**config.mk**
```make
export PLATFORM = sky130hd
export DESIGN_NAME = store_rmw_seq
export DESIGN_NICKNAME = d
export VERILOG_FILES = /design/src/rtl/store_rmw_seq.sv
export SDC_FILE = /design/constraint.sdc
export NUM_CORES = 1
export LEC_CHECK = 0
export BUFFER_PORTS_ARGS = -buffer_cell sky130_fd_sc_hd__buf_4
export CORE_UTILIZATION = 43
export DETAILED_ROUTE_END_ITERATION = 6
export HOLD_SLACK_MARGIN = 0.03
export PLACE_DENSITY_LB_ADDON = 0.2
export SLEW_MARGIN = 20
export SYNTH_ARGS = -nofsm -noshare
export SYNTH_HDL_FRONTEND = slang
export SYNTH_SLANG_ARGS = --single-unit
```
**constraint.sdc**
```tcl
create_clock -name clk -period 2.05 [get_ports clk]
set_input_delay 0.205 -clock clk [delete_from_list [all_inputs] [get_ports clk]]
set_output_delay 0.205 -clock clk [all_outputs]
set_load 0.01 [all_outputs]
```
**src/rtl/store_rmw_seq.sv**
```systemverilog
// store_rmw_seq: read-modify-write sequencer merging partial stores (sd/sw/sh/sb) into 64-bit memory
// Optional read-wait timeout/abort enabled by defining STORE_RMW_TIMEOUT_EN.
module store_rmw_seq #(
    parameter int DATA_W     = 64,
    parameter int ADDR_W     = 64,
    parameter int RD_TIMEOUT = 255
) (
    input  logic              clk,
    input  logic              rst_n,
    input  logic              req_valid,
    output logic              req_ready,
    input  logic [ADDR_W-1:0] req_addr,
    input  logic [DATA_W-1:0] req_data,
    input  logic [1:0]        req_size,
    output logic              mem_rd_en,
    output logic              mem_wr_en,
    output logic [ADDR_W-1:0] mem_addr,
    output logic [DATA_W-1:0] mem_wdata,
    input  logic [DATA_W-1:0] mem_rdata,
    input  logic              mem_rd_valid,
    output logic              busy,
    output logic              done,
    output logic              err
);
    localparam logic [2:0] IDLE    = 3'd0;
    localparam logic [2:0] RD_REQ  = 3'd1;
    localparam logic [2:0] RD_WAIT = 3'd2;
    localparam logic [2:0] WRITE   = 3'd3;
    localparam logic [2:0] DONE    = 3'd4;

    logic [2:0]        state;
    logic [ADDR_W-1:0] addr;
    logic [DATA_W-1:0] data;
    logic [DATA_W-1:0] wbuf;
    logic [DATA_W-1:0] mask;
    logic [1:0]        size;

    // Lanes taken from the store data; the rest of the doubleword keeps its old contents.
    assign mask = size == 2'd1 ? DATA_W'(64'hFFFF_FFFF) :
                  size == 2'd2 ? DATA_W'(64'hFFFF) :
                  size == 2'd3 ? DATA_W'(64'hFF) : '1;

`ifdef STORE_RMW_TIMEOUT_EN
    localparam int CW = RD_TIMEOUT > 255 ? $clog2(RD_TIMEOUT + 1) : 8;
    logic [CW-1:0] cnt;
    logic          err_q;
`endif

    always_ff @(posedge clk or negedge rst_n) begin
        if (!rst_n) begin
            state <= IDLE;
            addr  <= '0;
            data  <= '0;
            wbuf  <= '0;
            size  <= '0;
`ifdef STORE_RMW_TIMEOUT_EN
            cnt   <= '0;
            err_q <= 1'b0;
`endif
        end else begin
            case (state)
                IDLE: if (req_valid) begin
                    addr  <= req_addr;
                    data  <= req_data;
                    size  <= req_size;
                    wbuf  <= req_data;
                    state <= req_size == 2'd0 ? WRITE : RD_REQ;
                end
                RD_REQ: begin
                    state <= RD_WAIT;
`ifdef STORE_RMW_TIMEOUT_EN
                    cnt   <= '0;
`endif
                end
                RD_WAIT: if (mem_rd_valid) begin
                    wbuf  <= (mem_rdata & ~mask) | (data & mask);
                    state <= WRITE;
                end
`ifdef STORE_RMW_TIMEOUT_EN
                else if (cnt == CW'(RD_TIMEOUT - 1)) begin
                    err_q <= 1'b1;
                    state <= DONE;
                end else begin
                    cnt <= cnt + 1'b1;
                end
`endif
                WRITE: state <= DONE;
                DONE: begin
                    state <= IDLE;
`ifdef STORE_RMW_TIMEOUT_EN
                    err_q <= 1'b0;
`endif
                end
                default: state <= IDLE;
            endcase
        end
    end

    assign req_ready = rst_n & (state == IDLE);
    assign busy      = state != IDLE;
    assign mem_rd_en = state == RD_REQ;
    assign mem_wr_en = state == WRITE;
    assign done      = state == DONE;
    assign mem_addr  = addr;
    assign mem_wdata = state == WRITE ? wbuf : '0;
`ifdef STORE_RMW_TIMEOUT_EN
    assign err = (state == DONE) & err_q;
`else
    assign err = 1'b0;
`endif
endmodule

```
Word level (Yosys, flattened, before mapping)
Index checks and enable logic that the tools add are counted.
- $add $sub $neg: 0
- multiply operators: 0
- div/mod/pow operators: 0
- $lt $le $gt $ge: 0
- equality and inequality tests: 9
- shifts and indexed selects: 0
- mux-type cells: 11
- bitwise operators: 5
- reductions and logical operators: 7
- operators with widths (cell ; number):
    $mux 64 ; 6
    $and 64x64->64 ; 2
    $pmux 64 s2 ; 1
    $not 64->64 ; 1
    $or 64x64->64 ; 1
    $pmux 3 s4 ; 1
    $eq 3x2->1 const B ; 2
    $mux 3 ; 2
    $eq 2x2->1 const B ; 2
    $ne 2x2->1 const B ; 2
    $reduce_and 2->1 ; 2
    $eq 3x1->1 const B ; 1
    $eq 3x3->1 const B ; 1
    $logic_not 3->1 ; 1
    $reduce_and 3->1 ; 1
    $reduce_bool 3->1 ; 1
    $eq 2x1->1 const B ; 1
    $logic_not 2->1 ; 1
    $mux 2 ; 1
    $reduce_bool 2->1 ; 1
    $and 1x1->1 ; 1
- flip-flop bits (word level): 197
- bits in latches: 0
- bits in writable memories: 0
- memory bits (read-only): 0
- bits of input ports: 198
- output and inout bits: 134
- logic and storage cells: 37
- memories: 0

Logic depth before layout (Yosys ltp)
Gate-level depths: netlist of run 1.
- depth after elaboration: 9
- depth in mapped cells: 7
- gate-level depth less buffers: 3

Worst setup path before layout of run 1
OpenSTA, ideal clock, no wires.
- path type: register to register
- start: register state[1]
- end: register data[33]
- library setup time: 0.125 ns
- data arrival time: 1.604 ns
- required time: 1.925 ns
- path slack: 0.321 ns
- cell stages (with the launch flop): 8
- buffers on the path: 4
- clock period less this slack: 1.729 ns
- cell sequence: dfrtp_1 > buf_2 > nor3_1 > and2_1 > buf_2 > buf_4 > buf_4 > mux2_2
- word-level cells in the longest chain between the ends: 2
- RTL lines (what ; RTL line ; text):
    from (decl) ; 31 ; logic [2:0] state;
    from (signal assigned) ; 67 ; state <= req_size == 2'd0 ? WRITE : RD_REQ;
    $logic_not 3->1 ; 61 ; case (state)
    $reduce_and 2->1 (no source line) ; -- ;
    to (signal assigned) ; 64 ; data <= req_data;
    to (decl) ; 33 ; logic [DATA_W-1:0] data;
Every way passes these cells.
A chain may end at the register's enable or synchronous reset.

Worst setup path after layout of run 1
- start: register state[2]
- end: output port mem_wdata[55]
- word-level cells in the longest chain between the ends: 2
- RTL lines (what ; RTL line ; text):
    $eq 3x2->1 ; 105 ; assign mem_wdata = state == WRITE ? wbuf : '0;
    $mux 64 ; 105 ;
    to (decl) ; 18 ; output logic [DATA_W-1:0] mem_wdata,
Every way passes these cells.

==> results of run 1 <==
[worst max-delay path by stage]
| stage | cells past startpoint | slack, ns | start | to |
|---|---|---|---|---|
| detailed placement | 4 | 0.22 | state[0]$_DFFE_PN0P_ | wbuf[45]$_DFFE_PN0P_ |
| finish | 4 | 0.12 | state[2]$_DFFE_PN0P_ | mem_wdata[55] |
| CTS | 4 | 0.02 | state[2]$_DFFE_PN0P_ | mem_wdata[34] |
| global placement | 4 | 0.28 | state[0]$_DFFE_PN0P_ | wbuf[22]$_DFFE_PN0P_ |
| floorplan | 7 | 0.32 | state[1]$_DFFE_PN0P_ | data[33]$_DFFE_PN0P_ |
| global route | 4 | 0.02 | state[2]$_DFFE_PN0P_ | mem_wdata[46] |
[critical path, stage by stage (launching register included)]
cell and delay (ns):
sky130_fd_sc_hd__dfrtp_2 0.46, sky130_fd_sc_hd__and3b_2 0.30, sky130_fd_sc_hd__buf_12 0.19, sky130_fd_sc_hd__and2_1 0.19
sky130_fd_sc_hd__buf_4 0.13
[synthesized netlist by cell type, drive strengths merged, types with 3 or more instances]
library cell  count  area [um^2]
o31ai            56          420
buf              34          253
a211oi           58          435
nor2             58          218
o21a             32          240
and3              8         50.1
nor2b            16          100
mux2i             9         90.1
clkbuf           41          154
and2             66          413
mux2            130         1460
o21ai            72          360
dfrtp           197         4930
nor3b             3         22.5
[cell type report]
type	instances	area share
flip-flops and latches	197	0.357
repair buffers	475	0.295
multi-input cells	516	0.282
clock buffers	19	0.0321
well taps	275	0.0249
clock inverters	12	0.00833
inverters	2	0.000544
diodes	1	0.000181
[power breakdown]
part	switching [mW]	internal [mW]
Combinational	4.62	4.71
Sequential	1.13	5.90
Clock	1.62	1.63
[flip-flops by register name, indices dropped and copies added, names as in the netlist]
name and count:
data 64, size 2, state 3, wbuf 64
mem_addr 64
[placed cells by master, fill, tap and decap left out, types with 2 or more instances in the layout]
cell / instances
sky130_fd_sc_hd__inv_6: 3
sky130_fd_sc_hd__o21ai_0: 72
sky130_fd_sc_hd__or2_2: 2
sky130_fd_sc_hd__o21a_1: 32
sky130_fd_sc_hd__dlygate4sd3_1: 130
sky130_fd_sc_hd__inv_1: 2
sky130_fd_sc_hd__and2_1: 65
sky130_fd_sc_hd__nor2_1: 57
sky130_fd_sc_hd__nor2b_1: 16
sky130_fd_sc_hd__clkbuf_8: 2
sky130_fd_sc_hd__dfrtp_2: 4
sky130_fd_sc_hd__mux2_2: 115
sky130_fd_sc_hd__inv_8: 3
sky130_fd_sc_hd__o31ai_1: 56
sky130_fd_sc_hd__buf_12: 13
sky130_fd_sc_hd__clkbuf_16: 17
sky130_fd_sc_hd__buf_4: 330
sky130_fd_sc_hd__nor3b_1: 2
sky130_fd_sc_hd__a211oi_1: 58
sky130_fd_sc_hd__clkinv_4: 3
sky130_fd_sc_hd__dfrtp_1: 193
sky130_fd_sc_hd__mux2_1: 15
sky130_fd_sc_hd__mux2i_1: 8
sky130_fd_sc_hd__and3_1: 8
[metrics by stage]
step	worst slack (ns)	std cells	util
global route	0.0233	1497	0.657
global placement	0.277	1335	0.567
detailed placement	0.220	1335	0.567
floorplan	0.321	790	-
CTS	0.0162	1496	0.656
finish	0.116	1497	0.657
[cells by family after synthesis]
| group | Yosys count | synth area share |
|---|---|---|
| buffers and inverters | 77 | 0.0450 |
| other | 1 | 0.000407 |
| flip-flops | 197 | 0.535 |
| AO/OA/AOI/OAI | 218 | 0.158 |
| AND/OR/NAND/NOR | 158 | 0.0924 |
| multiplexers | 139 | 0.169 |
[per-layer routing]
metal	GRT usage	up-vias
met5	0	-
met4	0.101	0
met3	0.0632	40
met2	0.434	259
met1	0.316	3870
li1	-	3676
[repair_timing]
action,in CTS,in global routing
endpoints found under the hold margin,256,0
endpoints found under the setup margin,24,41
gates resized for setup,1,6
hold buffers,130,0
==> run summary, run 1 <==
The area taken by flip-flops and latches came out at approximately 0.0049 mm^2. The count of clock tree sinks is 197. The met3 layer wire length in the routed design is 1790 um. The wire length on met2 came out at around 14000 um. After routing, the total negative slack on setup checks comes to 0 ns. The first-pass iteration count of the detailed router came out at 5.

The number of pins exceeding their max-slew limit in the final report came to 0. The worst setup path is launched from a flip-flop. The arrival time at the worst endpoint came out at 1.73 ns. After detailed routing, no signal wire sits above met4. Summed over all cells, the static leakage comes to 6.24 nW.

The routed length on met1 came out at ~11000 um. Buffers added to address setup during post-CTS repair amount to 0. The remaining antenna violation count is 0. Setup repair after global routing left no endpoint under its margin. The count of flip-flops with a built-in enable after synthesis came out at 0.

The power density over the cells is 1420 mW/mm^2. The required time of the critical path is 1.85 ns. The top-level I/O count is 332. Relative to the synthesized area, the layout overhead comes to 50.0%. The final number of hold-violating endpoints is 0. The maximum buffer depth of the clock tree came out at 2. The startpoint identified for the worst hold timing path is req_data[17]. The number of clock buffers added by TritonCTS is 17. The setup slack of the worst register-to-register path is 0.26 ns. The via count of the first global-routing pass is ~8000.

The share of cells above drive strength 1 is 0.411. The floorplan die width came out at 148 um. The first routing iteration left roughly 210 violations. In the final design database the tool counted 1407 nets. The maximum clock frequency is a little over 500 MHz. TritonCTS built the clock tree. The worst setup path is of the reg2out kind. The die extent in y is 148 um.

Synthesis produced 790 cells. The worst-path maximum fanout came out at 38. The number of vias in the routed layout is 7845. The final weighted congestion of routability-driven global placement is ~0.76. The number of buffer cells added on primary ports is 322. The placed instances occupy a cell area of 0.0119 mm^2. Of the synthesized area, sequential elements account for 0.535. The post-synthesis register bit count is 197. The worst hold path cell count came out at 2. The starting density of the core came out at 0.438.

Setup violations remaining at the end of the flow were counted as 0. The warning count from the yosys run is 0. The cell at the root of the clock tree is sky130_fd_sc_hd__clkbuf_16. The number of antenna violations at the first check in global routing is 1. The floorplan die area is ~0.022 mm^2.

The core region is roughly 0.021 mm^2. The share of async-settable or async-resettable flops after synthesis came out at 1.00. The overall overflow remaining after global route came out at 0. In the final routed layout, each cell accounts on average for around 18 um. Summed over all nets, the half-perimeter wirelength after detailed placement is 17500 um.

The number of fill cells in the layout is 1601. The wire length of the first global-routing pass is between 40000 and 50000 um. The worst register-to-register path ends at wbuf[45]$_DFFE_PN0P_. The path with the worst hold slack has its endpoint at data[17]$_DFFE_PN0P_.

The clock latency on the worst-skew pair came out at 0.43 ns. The final wirelength is 27600 um. After synthesis the cells add up to 0.00921 mm^2. The largest net degree at the start of global routing came out at 109.

The path class of the tightest hold or removal check is in2reg. The number of placement rows is 53. The worst supply voltage drop on vdd came out at between 0.9 and 1 mV. STA classifies the critical path endpoint as an output pin. The synthesized netlist net count came out at 988. The average cell area after synthesis came out at ~12 um^2. Max-cap violations in this run came to 0. The clock transition at the registers of the reported paths came out at ~0.070 ns. The overall power of the completed layout is 19.6 mW.

The depth of the worst register-to-register path came out at 4. The total number of H-tree levels came out at 4. In the finished design, the share of the clock period the worst path needs comes to 0.943.

The final worst clock skew came out at 0.00810 ns. For this run, the leading register cell type out of synthesis is sky130_fd_sc_hd__dfrtp_1. The transition time at the pin with the least slew margin came out at 0.696 ns. The multi-input combinational cells in the finished layout cover a total of 0.00390 mm^2. The startpoint identified for the worst register-to-register timing path is state[0]$_DFFE_PN0P_.

In the routed design, unresolved DRC markers number 0. The total global-route track usage is 0.257. The via-per-instance ratio came out at 5.24. The flow ran to the end, and the final reports show no timing, DRC or antenna violations.

The finished layout cell area is approximately 0.014 mm^2. The number of different library cells used by synthesis comes to 24. The worst hold slack is 0.0582 ns. The routed design could run at a clock period as short as 1.93 ns. Measured against its own limit, the worst slew margin works out to 0.536.
Note: power is estimated with default switching activity, not from simulation.
==> run 2: changes to the inputs <==
--- a/config.mk
+++ b/config.mk
@@ -6,6 +6,7 @@
 export NUM_CORES = 1
 export LEC_CHECK = 0
 export BUFFER_PORTS_ARGS = -buffer_cell sky130_fd_sc_hd__buf_4
+export CORE_ASPECT_RATIO = 1.2
 export CORE_UTILIZATION = 43
 export DETAILED_ROUTE_END_ITERATION = 6
 export HOLD_SLACK_MARGIN = 0.03
==> run 2 against run 1 <==
Against the previous run: critical path type unchanged; sequential cell count stayed put; register-to-register slack worse by 0.09 ns; cell area hardly changed; clock-buffer cell count is 2 lower; setup slack worse by 0.016 ns; total power hardly changed; non-clock buffer count is 4 higher; sequential power hardly changed; via count is 1.4% higher; maximum frequency is 0.81% lower; first-iteration DRC count is 79% higher.
==> run summary, run 2 (same netlist as run 1, synthesis figures left out) <==
The time the worst path needs with I/O delays and setup came out at 1.95 ns (was 1.93 ns). The arrival time at the worst endpoint came to 1.74 ns (was 1.73 ns). The number of nets in the layout came out at 1411 (was 1407). The top-level I/O count came to 332 (unchanged).

Setup repair after global routing missed its margin: false (unchanged). The number of placement rows came out at 58 (was 53). The TritonCTS buffer count came out at 17 (unchanged). The via count of the first global-routing pass was 8598 (was 8115). The worst setup path category was reg2out (unchanged). The required time of the critical path came out at 1.85 ns (about the same). The transition time at the pin with the least slew margin is 0.706 ns (was 0.696 ns). The worst hold slack came out at 0.120 ns (was 0.0582 ns).

The final-report setup violation count came out at 0 (unchanged). The number of buffer cells added on primary ports came to 322 (unchanged). The power density over the cells came out at 1420 mW/mm^2 (about the same). Outcome: complete, no violations (unchanged). The number of fill cells in the layout came to 1603 (was 1601). The final wirelength came to 28100 um (was 27600 um).

The number of resized instances in the post-cts repair step is 0 (was 1). The setup TNS was 0 ns (unchanged). The final worst clock skew came out at 0.0157 ns (was 0.00810 ns). The worst supply voltage drop on vdd is 0.953 mV (was 0.980 mV). The beginning of the worst register-to-register path was state[1]$_DFFE_PN0P_ (was state[0]$_DFFE_PN0P_). The remaining antenna violation count is 0 (unchanged). The overall overflow remaining after global route came out at 0 (unchanged). The maximum buffer depth of the clock tree is 2 (unchanged).

The worst flop-to-flop path endpoint is wbuf[40]$_DFFE_PN0P_ (was wbuf[45]$_DFFE_PN0P_). The post-CTS setup-driven buffer insertion count is 0 (unchanged). The cell at the root of the clock tree is sky130_fd_sc_hd__clkbuf_16 (unchanged). The die extent in y came out at 162 um (was 148 um).

The max capacitance violation total came out at 0 (unchanged). Among the stages of the critical path, the cell type that occurs most often is sky130_fd_sc_hd__buf_4. The area taken by flip-flops and latches is 0.00493 mm^2 (about the same).

The starting density of the core is 0.439 (was 0.438). The launch instance of the worst min-delay path was mem_rdata[25] (was req_data[17]). The maximum clock frequency is 513 MHz (was 517 MHz). The cell leakage power came to 6.26 nW (was 6.24 nW). The initial detailed-routing violation count came out at 371 (was 207). The critical path's slowest cell is sky130_fd_sc_hd__dfrtp_1 (was sky130_fd_sc_hd__dfrtp_2). The most common cell after layout, fill and taps aside is sky130_fd_sc_hd__buf_4 (unchanged). The worst-path maximum fanout came out at 25 (was 38).

The largest net degree at the start of global routing is 87 (was 109). The TritonCTS clock tree is built (unchanged). The endpoint with the worst hold slack is wbuf[25]$_DFFE_PN0P_ (was data[17]$_DFFE_PN0P_). The wire length of the first global-routing pass came to 44700 um (was 43400 um). The via-per-instance ratio is 5.31 (was 5.24). The HPWL reported at the end of detailed placement came out at 17500 um (about the same). The number of pins exceeding their max-slew limit in the final report is 0 (unchanged).

The overall power of the completed layout is 19.6 mW (about the same). List of cells traversed by the critical path: and3b_2, buf_4, and2_1, buf_4 (was and3b_2, buf_12, and2_1, buf_4). The part of the cycle the worst path needs is 0.951 (was 0.943). The depth of the worst register-to-register path was 5 (was 4). The footprint of the multi-input gates came out at 0.00389 mm^2 (was 0.00390 mm^2). Commonest non-fill, non-tap cells in the layout: sky130_fd_sc_hd__buf_4 (335), sky130_fd_sc_hd__dfrtp_1 (195), sky130_fd_sc_hd__dlygate4sd3_1 (131) (was sky130_fd_sc_hd__buf_4 (330), sky130_fd_sc_hd__dfrtp_1 (193), sky130_fd_sc_hd__dlygate4sd3_1 (130)). The worst hold path cell count came out at 3 (was 2). The remaining max-slew budget at the tightest pin came out at 0.529 (was 0.536). The count of clock tree sinks is 197 (unchanged). The kind of start point of the critical path is a flip-flop (unchanged). The total global-route track usage came out at 0.263 (was 0.257). The number of antenna violations at the first check in global routing came to 1 (unchanged).

The share of cells above drive strength 1 came out at 0.411 (about the same). The clock transition at the registers of the reported paths was 0.08 ns (was 0.07 ns). The first-pass iteration count of the detailed router is 4 (was 5).

The element type at the critical path end was an output pin (unchanged). The delay contributed by the slowest stage of the critical path came out at 0.46 ns (about the same). The layout-stage area growth over the synthesis result is 50.1% (was 50.0%). The area of the core region came to 0.0210 mm^2 (about the same). The type of the worst min-delay path is in2reg (unchanged). The clock latency on the worst-skew pair came out at 0.43 ns (about the same). The post-route DRC violation count came out at 0 (unchanged). The setup slack of the worst register-to-register path is 0.17 ns (was 0.26 ns). The final number of hold-violating endpoints is 0 (unchanged). The final weighted congestion of routability-driven global placement came to 0.766 (was 0.763). The floorplan die area was 0.0220 mm^2 (about the same). The routed length per instance came out at 18.7 um (was 18.4 um). The number of vias in the routed layout is 7951 (was 7845). The floorplan die width came out at 136 um (was 148 um). The total number of H-tree levels is 4 (unchanged).
[run 2: cell type report]
type,count,share of cell area
tap,270,0.0244
inverter,2,0.000543
clock inverter,14,0.0103
sequential,197,0.357
antenna,2,0.000362
clock buffer,17,0.0308
multi-input combinational,516,0.282
timing repair buffer,479,0.295
[run 2: critical path: cells and delay by family (launching register included)]
family / cells / cell delay, ns
AND/OR/NAND/NOR: 2 / 0.49
flip-flops: 1 / 0.46
buffers and inverters: 2 / 0.37
[run 2: metal layers]
| layer | vias up | global-route usage | part of all wire |
|---|---|---|---|
| met5 | - | 0 | 0 |
| met2 | 313 | 0.454 | 0.51 |
| met1 | 3898 | 0.308 | 0.39 |
| met3 | 54 | 0.0655 | 0.072 |
| li1 | 3686 | - | - |
| met4 | 0 | 0.112 | 0.026 |
[run 2: through the flow]
step / worst slack, ns / instance area [um^2] / cells / utilization
after global placement: 0.279 / 11900 / 1333 / 0.569
final: 0.100 / 13800 / 1497 / 0.659
after global routing: 0.0247 / 13800 / 1496 / 0.659
after detailed placement: 0.221 / 11900 / 1333 / 0.569
after floorplan: 0.321 / 9210 / 790 / -
after CTS: 0.0718 / 13800 / 1495 / 0.659
[run 2: where the power goes]
group | switching, mW | internal (mW) | total [mW]
logic | 4.66 | 4.67 | 9.33
registers | 1.13 | 5.90 | 7.03
clock network | 1.64 | 1.61 | 3.25
[run 2: worst max path at each step]
stage	endpoint	cells after the start	from	slack, ns
global placement	mem_addr[20]$_DFFE_PN0P_	4	state[0]$_DFFE_PN0P_	0.28
global route	mem_wdata[25]	4	state[0]$_DFFE_PN0P_	0.02
CTS	mem_wdata[8]	4	state[2]$_DFFE_PN0P_	0.07
detailed placement	wbuf[53]$_DFFE_PN0P_	4	state[0]$_DFFE_PN0P_	0.22
floorplan	data[33]$_DFFE_PN0P_	7	state[1]$_DFFE_PN0P_	0.32
finish	mem_wdata[32]	4	state[2]$_DFFE_PN0P_	0.10
[run 2: what timing repair did]
action / CTS / global route
setup endpoints to repair: 0 / 0
hold endpoints to repair: 327 / 0
hold buffers: 131 / 0
